**src/rtl/l2_if_pkg.sv**
```systemverilog
`default_nettype none
// ============================================================================
//  Module   : l2_if_pkg
//  Purpose  : Shared widths and transaction state encoding for the L2
//             request arbiter.
//  Revision : 1.0  initial release
// ============================================================================
package l2_if_pkg;

  // Line address is {index[5:0], tag[4:0]}
  localparam int ADDR_W = 11;
  // One full cache line per transfer
  localparam int LINE_W = 256;

  typedef enum logic [2:0] {
    IDLE        = 3'd0,
    WAIT_RDY    = 3'd1,
    FLUSH_ISSUE = 3'd2,
    FLUSH_START = 3'd3,
    FLUSH_WAIT  = 3'd4
  } l2_state_e;

endpackage : l2_if_pkg
`default_nettype wire

```
**src/rtl/l2_arbiter_rr_pick.sv**
```systemverilog
`default_nettype none
// ============================================================================
//  Module   : rr_pick
//  Purpose  : Combinational round-robin picker. Returns the index of the first
//             asserted request at or after the pointer, wrapping at N-1.
//  Revision : 1.0  initial release
// ============================================================================
module rr_pick #(
  parameter int N     = 2,
  parameter int IDX_W = 1
) (
  input  logic [N-1:0]     i_req,
  input  logic [IDX_W-1:0] i_ptr,
  output logic [IDX_W-1:0] o_grant,
  output logic             o_valid
);

  int w_idx;

  // Scan from farthest to nearest offset so the nearest requester wins last
  always_comb begin
    o_grant = '0;
    o_valid = 1'b0;
    w_idx   = 0;
    for (int k = N - 1; k >= 0; k--) begin
      w_idx = int'(i_ptr) + k;
      if (w_idx >= N) begin
        w_idx = w_idx - N;
      end
      if (i_req[w_idx]) begin
        o_grant = IDX_W'(w_idx);
        o_valid = 1'b1;
      end
    end
  end

endmodule : rr_pick
`default_nettype wire

```
**src/rtl/l2_arbiter.sv**
```systemverilog
`default_nettype none
// ============================================================================
//  Module   : l2_arbiter
//  Purpose  : Round-robin arbiter between L1 line requesters and the L2 cache.
//             Issues one transaction at a time and sequences system flushes,
//             stalling every client while a flush is pending or running.
//  Revision : 1.0  initial release
// ============================================================================
module l2_arbiter
  import l2_if_pkg::*;
#(
  parameter int NUM_CLIENTS = 2,
  parameter int ADDR_W      = l2_if_pkg::ADDR_W,
  parameter int LINE_W      = l2_if_pkg::LINE_W
) (
  input  logic                          clk,
  input  logic                          rstn,
  // L1 client side
  input  logic [NUM_CLIENTS-1:0]        c_req,
  input  logic [NUM_CLIENTS-1:0]        c_w_rb,
  input  logic [NUM_CLIENTS*ADDR_W-1:0] c_addr,
  input  logic [NUM_CLIENTS*LINE_W-1:0] c_wdata,
  output logic [LINE_W-1:0]             c_rdata,
  output logic [NUM_CLIENTS-1:0]        c_ready,
  // System flush control
  input  logic                          sys_flush_req,
  output logic                          flush_busy,
  // L2 side
  output logic                          arb_req,
  output logic                          arb_w_rb,
  output logic [ADDR_W-1:0]             addr_in,
  output logic [LINE_W-1:0]             wdata2cache,
  output logic                          flush_req,
  input  logic [LINE_W-1:0]             rdata2arb,
  input  logic                          ready2arb,
  input  logic                          flush_ing
);

  localparam int IDX_W = (NUM_CLIENTS > 1) ? $clog2(NUM_CLIENTS) : 1;

  l2_state_e               r_state, w_state_nxt;
  logic [IDX_W-1:0]        r_rr_ptr, w_rr_ptr_nxt;
  logic [IDX_W-1:0]        r_grant, w_grant_nxt;
  logic                    r_flush_pend, w_flush_pend_nxt;
  logic                    r_arb_req, w_arb_req_nxt;
  logic                    r_arb_w_rb, w_arb_w_rb_nxt;
  logic [ADDR_W-1:0]       r_addr, w_addr_nxt;
  logic [LINE_W-1:0]       r_wdata, w_wdata_nxt;
  logic                    r_flush_req, w_flush_req_nxt;
  logic [NUM_CLIENTS-1:0]  r_c_ready, w_c_ready_nxt;
  logic [LINE_W-1:0]       r_c_rdata, w_c_rdata_nxt;

  logic [NUM_CLIENTS-1:0]  w_req_mask;
  logic [IDX_W-1:0]        w_pick_idx;
  logic                    w_pick_vld;
  logic [ADDR_W-1:0]       w_addr_arr  [NUM_CLIENTS];
  logic [LINE_W-1:0]       w_wdata_arr [NUM_CLIENTS];

  // Split the flattened client buses into per-client views
  for (genvar gi = 0; gi < NUM_CLIENTS; gi++) begin : g_unpack
    assign w_addr_arr[gi]  = c_addr[gi*ADDR_W +: ADDR_W];
    assign w_wdata_arr[gi] = c_wdata[gi*LINE_W +: LINE_W];
  end

  // A client being acknowledged this cycle still shows its old request level;
  // hide it so only a request raised after c_ready is treated as new.
  assign w_req_mask = c_req & ~r_c_ready;

  rr_pick #(
    .N     (NUM_CLIENTS),
    .IDX_W (IDX_W)
  ) u_rr_pick (
    .i_req   (w_req_mask),
    .i_ptr   (r_rr_ptr),
    .o_grant (w_pick_idx),
    .o_valid (w_pick_vld)
  );

  // Next-state and next-output decode for the transaction/flush sequencer
  always_comb begin
    w_state_nxt      = r_state;
    w_rr_ptr_nxt     = r_rr_ptr;
    w_grant_nxt      = r_grant;
    w_flush_pend_nxt = r_flush_pend | sys_flush_req;
    w_arb_req_nxt    = 1'b0;
    w_arb_w_rb_nxt   = r_arb_w_rb;
    w_addr_nxt       = r_addr;
    w_wdata_nxt      = r_wdata;
    w_flush_req_nxt  = 1'b0;
    w_c_ready_nxt    = '0;
    w_c_rdata_nxt    = r_c_rdata;

    unique case (r_state)
      IDLE: begin
        // A flush arriving together with client requests takes priority
        if (r_flush_pend || sys_flush_req) begin
          w_flush_req_nxt = 1'b1;
          w_state_nxt     = FLUSH_ISSUE;
        end else if (w_pick_vld) begin
          w_grant_nxt    = w_pick_idx;
          w_arb_w_rb_nxt = c_w_rb[w_pick_idx];
          w_addr_nxt     = w_addr_arr[w_pick_idx];
          w_wdata_nxt    = w_wdata_arr[w_pick_idx];
          w_arb_req_nxt  = 1'b1;
          w_state_nxt    = WAIT_RDY;
        end
      end
      WAIT_RDY: begin
        if (ready2arb) begin
          if (!r_arb_w_rb) begin
            w_c_rdata_nxt = rdata2arb;
          end
          w_c_ready_nxt[r_grant] = 1'b1;
          w_rr_ptr_nxt = (r_grant == IDX_W'(NUM_CLIENTS - 1)) ? '0 : r_grant + 1'b1;
          w_state_nxt  = IDLE;
        end
      end
      FLUSH_ISSUE: begin
        w_state_nxt = FLUSH_START;
      end
      FLUSH_START: begin
        if (flush_ing) begin
          w_state_nxt = FLUSH_WAIT;
        end
      end
      FLUSH_WAIT: begin
        // Requests that arrived during the flush are covered by it
        if (!flush_ing) begin
          w_flush_pend_nxt = 1'b0;
          w_state_nxt      = IDLE;
        end
      end
      default: begin
        w_state_nxt = IDLE;
      end
    endcase
  end

  // State and registered-output update; reset drops any in-flight request
  always_ff @(posedge clk or negedge rstn) begin
    if (!rstn) begin
      r_state      <= IDLE;
      r_rr_ptr     <= '0;
      r_grant      <= '0;
      r_flush_pend <= 1'b0;
      r_arb_req    <= 1'b0;
      r_arb_w_rb   <= 1'b0;
      r_addr       <= '0;
      r_wdata      <= '0;
      r_flush_req  <= 1'b0;
      r_c_ready    <= '0;
      r_c_rdata    <= '0;
    end else begin
      r_state      <= w_state_nxt;
      r_rr_ptr     <= w_rr_ptr_nxt;
      r_grant      <= w_grant_nxt;
      r_flush_pend <= w_flush_pend_nxt;
      r_arb_req    <= w_arb_req_nxt;
      r_arb_w_rb   <= w_arb_w_rb_nxt;
      r_addr       <= w_addr_nxt;
      r_wdata      <= w_wdata_nxt;
      r_flush_req  <= w_flush_req_nxt;
      r_c_ready    <= w_c_ready_nxt;
      r_c_rdata    <= w_c_rdata_nxt;
    end
  end

  assign arb_req     = r_arb_req;
  assign arb_w_rb    = r_arb_w_rb;
  assign addr_in     = r_addr;
  assign wdata2cache = r_wdata;
  assign flush_req   = r_flush_req;
  assign c_ready     = r_c_ready;
  assign c_rdata     = r_c_rdata;
  assign flush_busy  = r_flush_pend;

endmodule : l2_arbiter
`default_nettype wire
```
**config.mk**
```make
export PLATFORM = sky130hd
export DESIGN_NAME = l2_arbiter
export DESIGN_NICKNAME = d
export VERILOG_FILES = /design/src/rtl/l2_if_pkg.sv /design/src/rtl/l2_arbiter_rr_pick.sv /design/src/rtl/l2_arbiter.sv
export SDC_FILE = /design/constraint.sdc
export NUM_CORES = 1
export LEC_CHECK = 0
export BUFFER_PORTS_ARGS = -buffer_cell sky130_fd_sc_hd__buf_2
export CAP_MARGIN = 20
export CORE_AREA = 4 4 517 519
export CTS_CLUSTER_DIAMETER = 150
export DETAILED_ROUTE_END_ITERATION = 8
export DIE_AREA = 0 0 521 523
export MAX_ROUTING_LAYER = met4
export PLACE_DENSITY_LB_ADDON = 0.15
export SETUP_SLACK_MARGIN = 0.2
export SLEW_MARGIN = 20
export SYNTH_ARGS = -nofsm -noshare
export SYNTH_HDL_FRONTEND = slang
export SYNTH_SLANG_ARGS = --single-unit
```
**constraint.sdc**
```tcl
create_clock -name clk -period 4.4 [get_ports clk]
set_input_delay 0.22 -clock clk [delete_from_list [all_inputs] [get_ports clk]]
set_output_delay 0.22 -clock clk [all_outputs]
set_load 0.02 [all_outputs]
```
==> reports/metrics.yaml <==
floorplan:
  io_pins: 1328
  initial_core_util_pct: 8.65
  dieArea_um2: 272000
  design.core.area_um2: 262000
  rows: 188
  die_h_um: 523
  die_w_um: 521
worst_setup_path:
  critPathLaunch: "r_state[2]$_DFFE_PN0P_"
  path_cells: "or3_1 -> a2111oi_4 -> buf_12 -> a222oi_1 -> dlygate4sd3_1"
  r2r_cells: 5
  cp.required_ns: 4.95
  crit_slowest_cell: "dlygate4sd3_1"
  reg2reg_slack_ns: 1.19
  end_kind: "flip-flop"
  arrival_ns: 3.76
  crit_fanout: 155
  critPathKind: "flip-flop to flip-flop"
  r2r-end: "wdata2cache[84]$_DFFE_PN0P_"
  r2r_start: "r_state[2]$_DFFE_PN0P_"
  critPathMaxStageDelay_ns: 0.62
  critPathLaunchType: "flip-flop"
  cp-endpoint: "wdata2cache[84]$_DFFE_PN0P_"
drt:
  highest_layer: "met4"
  routed_wl_um: 171000
  met1_length_um: 64100
  first_pass_iters: 9
  wl_met2_um: 85600
  drt_iter0_drc: 1776
  wl_met3_um: 17300
  via_count: 24300
  routedWlPerCell_um: 22.1
  drtAntennaViolNets: 0
  via_per_inst: 3.14
  drc: 6
placed_design:
  routabilityCongestion: 0.858
  dp_hpwl_um: 136000
  placed_cell_area_um2: 33700
  io_buffers: 1327
  dp_slack_ns: 1.67
pwr:
  intPower_mw: 16.0
  p_seq_share_pct: 31.0
  p_per_area_nw_per_um2: 628
  clkPwrFrac_pct: 23.5
  swShare_pct: 42.6
  p_sw_mw: 11.9
  p_leak_nw: 22.6
  vdd_drop_max_v: 0.000413
  p_comb_share_pct: 45.5
clock_network:
  clock-root-buffer: "clkbuf_16"
  tritoncts: "built"
  htree_levels: 3
  cts.clk_slew.worst_paths_ns: 0.06
  clkLatencyLatePin_ns: 0.69
  cts_buffers: 81
  post_cts_buffers: 0
  cts_resized: 0
  clk_path_buf_depth: 3
  clock_sinks: 534
  cts_hold_buf: 795
sta:
  fmaxAchievable_ghz: 0.312
  tns_ns: 0
  grt_setup_unrepaired: "no"
  period_minus_slack_ns: 3.21
  final-max-slew-violation-count: 0
  finalClockSkew_ns: 0.0337
  hold_violations: 0
  finalWorstSetupSlack_ns: 1.19
  tightest_slew_ns: 1.26
  fin_crit_sh_pct: 72.9
  setup_viol: 0
  slew_headroom_pct: 15.9
logic_synthesis:
  ys_ff_latch: 534
  synth_cell_types: 27
  ys_seq_area_share_pct: 59.0
  netlist_instances: 2012
  synth_top_area_share_pct: 59.0
  syn_avg_cell_area_um2: 11.3
  synth_area_leaders: "dfrtp_1, inv_1, mux2_2"
  syn-num-nets: 2811
  synth_area_um2: 22700
  yosys.area.top_type: "dfrtp_1"
  ys_warn_count: 0
cells_and_area:
  most-common-layout-cells: "buf_2, inv_1, dlygate4sd3_1"
  final_nets: 4943
  nFillCells: 29900
  area_growth_pct: 95.6
  post-route-util_pct: 16.9
  fin_area_um2: 44300
  layout_commonest_cell: "buf_2"
  drive_gt1_share_pct: 41.7
global_routing:
  antenna_found_initial: 32
  grt_pass1_wl_um: 227000
  gr-total-overflow: 0
  grt_use_total_pct: 12.3
  grt_pass1_vias: 26500
  grt_max_degree: 158
worst_hold_path:
  holdCritPathClass: "input port to flip-flop"
outcome:
  outcome: "finished with violations"
  violations: "DRC"
job:
  drv_cap: 0
## cells in the mapped netlist
| cell type | n |
|---|---|
| a31oi_1 | 1 |
| o2111a_1 | 1 |
| nor4bb_1 | 1 |
| dfrtp_1 | 534 |
| a222oi_1 | 268 |
| buf_2 | 50 |
| buf_1 | 1 |
| and2_1 | 1 |
| nand3b_1 | 1 |
| a2111oi_4 | 1 |
| o211ai_1 | 1 |
| or3_1 | 1 |
| nand2b_1 | 1 |
| or2_2 | 1 |
| a221oi_1 | 1 |
| o21bai_1 | 1 |
| nor3_1 | 1 |
| mux2_2 | 257 |
| nor2_1 | 7 |
| o21ai_0 | 1 |
| nor2b_1 | 2 |
| a21oi_1 | 2 |
| nand2_1 | 2 |
| inv_1 | 806 |
| clkbuf_1 | 67 |
| a21o_1 | 1 |
| nand4bb_1 | 1 |
## power by group through the flow
stage	Sequential [mW]	Combinational [mW]	Clock (mW)
floorplan	11.2	2.35	0
CTS	8.72	13.2	6.91
detailed placement	8.73	11.2	0
finish	8.65	12.7	6.54
global placement	8.74	11.3	0
global route	8.97	13.8	7.05
## registers in the layout, indices dropped and copies added, names as in the netlist
register / count
c_ready: 2
addr_in: 11
wdata2cache: 256
r_grant: 1
arb_w_rb: 1
flush_busy: 1
arb_req: 1
r_state: 3
r_rr_ptr: 1
c_rdata: 256
flush_req: 1
## area by class of cell
type / instances / area (µm²) / share of cell area (%)
Antenna cell: 20 / 50.0 / 0.113
Clock inverter: 21 / 260 / 0.587
Clock buffer: 119 / 2330 / 5.26
Sequential cell: 534 / 13400 / 30.1
Timing Repair Buffer: 2167 / 15100 / 34.1
Multi-Input combinational cell: 554 / 5790 / 13.1
Inverter: 806 / 3030 / 6.83
Tap cell: 3515 / 4400 / 9.92
## worst min-delay path by stage
stage | startpoint | cells past startpoint | end | slack (ns)
after global placement | rstn | 1 | addr_in[9]$_DFFE_PN0P_ | 0.33
after detailed placement | rstn | 1 | addr_in[9]$_DFFE_PN0P_ | 0.33
final | c_wdata[51] | 3 | wdata2cache[51]$_DFFE_PN0P_ | 0.07
after floorplan | rstn | 0 | addr_in[0]$_DFFE_PN0P_ | -0.08
after CTS | c_wdata[51] | 3 | wdata2cache[51]$_DFFE_PN0P_ | 0.004
after global routing | c_wdata[51] | 3 | wdata2cache[51]$_DFFE_PN0P_ | 0.003
## critical path: cells and delay by family (launching register included)
family | cells | cell delay, ns
simple gates | 1 | 0.46
compound gates | 2 | 0.64
buf+inv | 2 | 1.17
flops | 1 | 0.45
## logic make-up (layout without fill, tap and decap cells)
family                 Yosys count  after routing  share of synthesized area, %
buffers and inverters          924           3113                          15.6
flip-flops                     534            534                          59.0
AND/OR/NAND/NOR                 19             19                         0.464
multiplexers                   257            257                          12.8
AO/OA/AOI/OAI                  278            278                          12.2
other                            0             20                             0
## routing by layer
layer / up-vias / global-route usage (%)
met1: 12000 / 13.2
met5: - / -
li1: 10900 / -
met3: 164 / 5.08
met4: 0 / 2.66
met2: 1166 / 21.4
## per-stage QoR
step                cells  hold slack, ns  total power [mW]
floorplan            2012         -0.0756              13.6
global placement     6781           0.333              20.0
detailed placement   6781           0.326              20.0
CTS                  7716         0.00380              28.8
global route         7734         0.00305              29.8
finish               7736          0.0658              27.9
No activity file was read; power rests on OpenSTA's default activity.
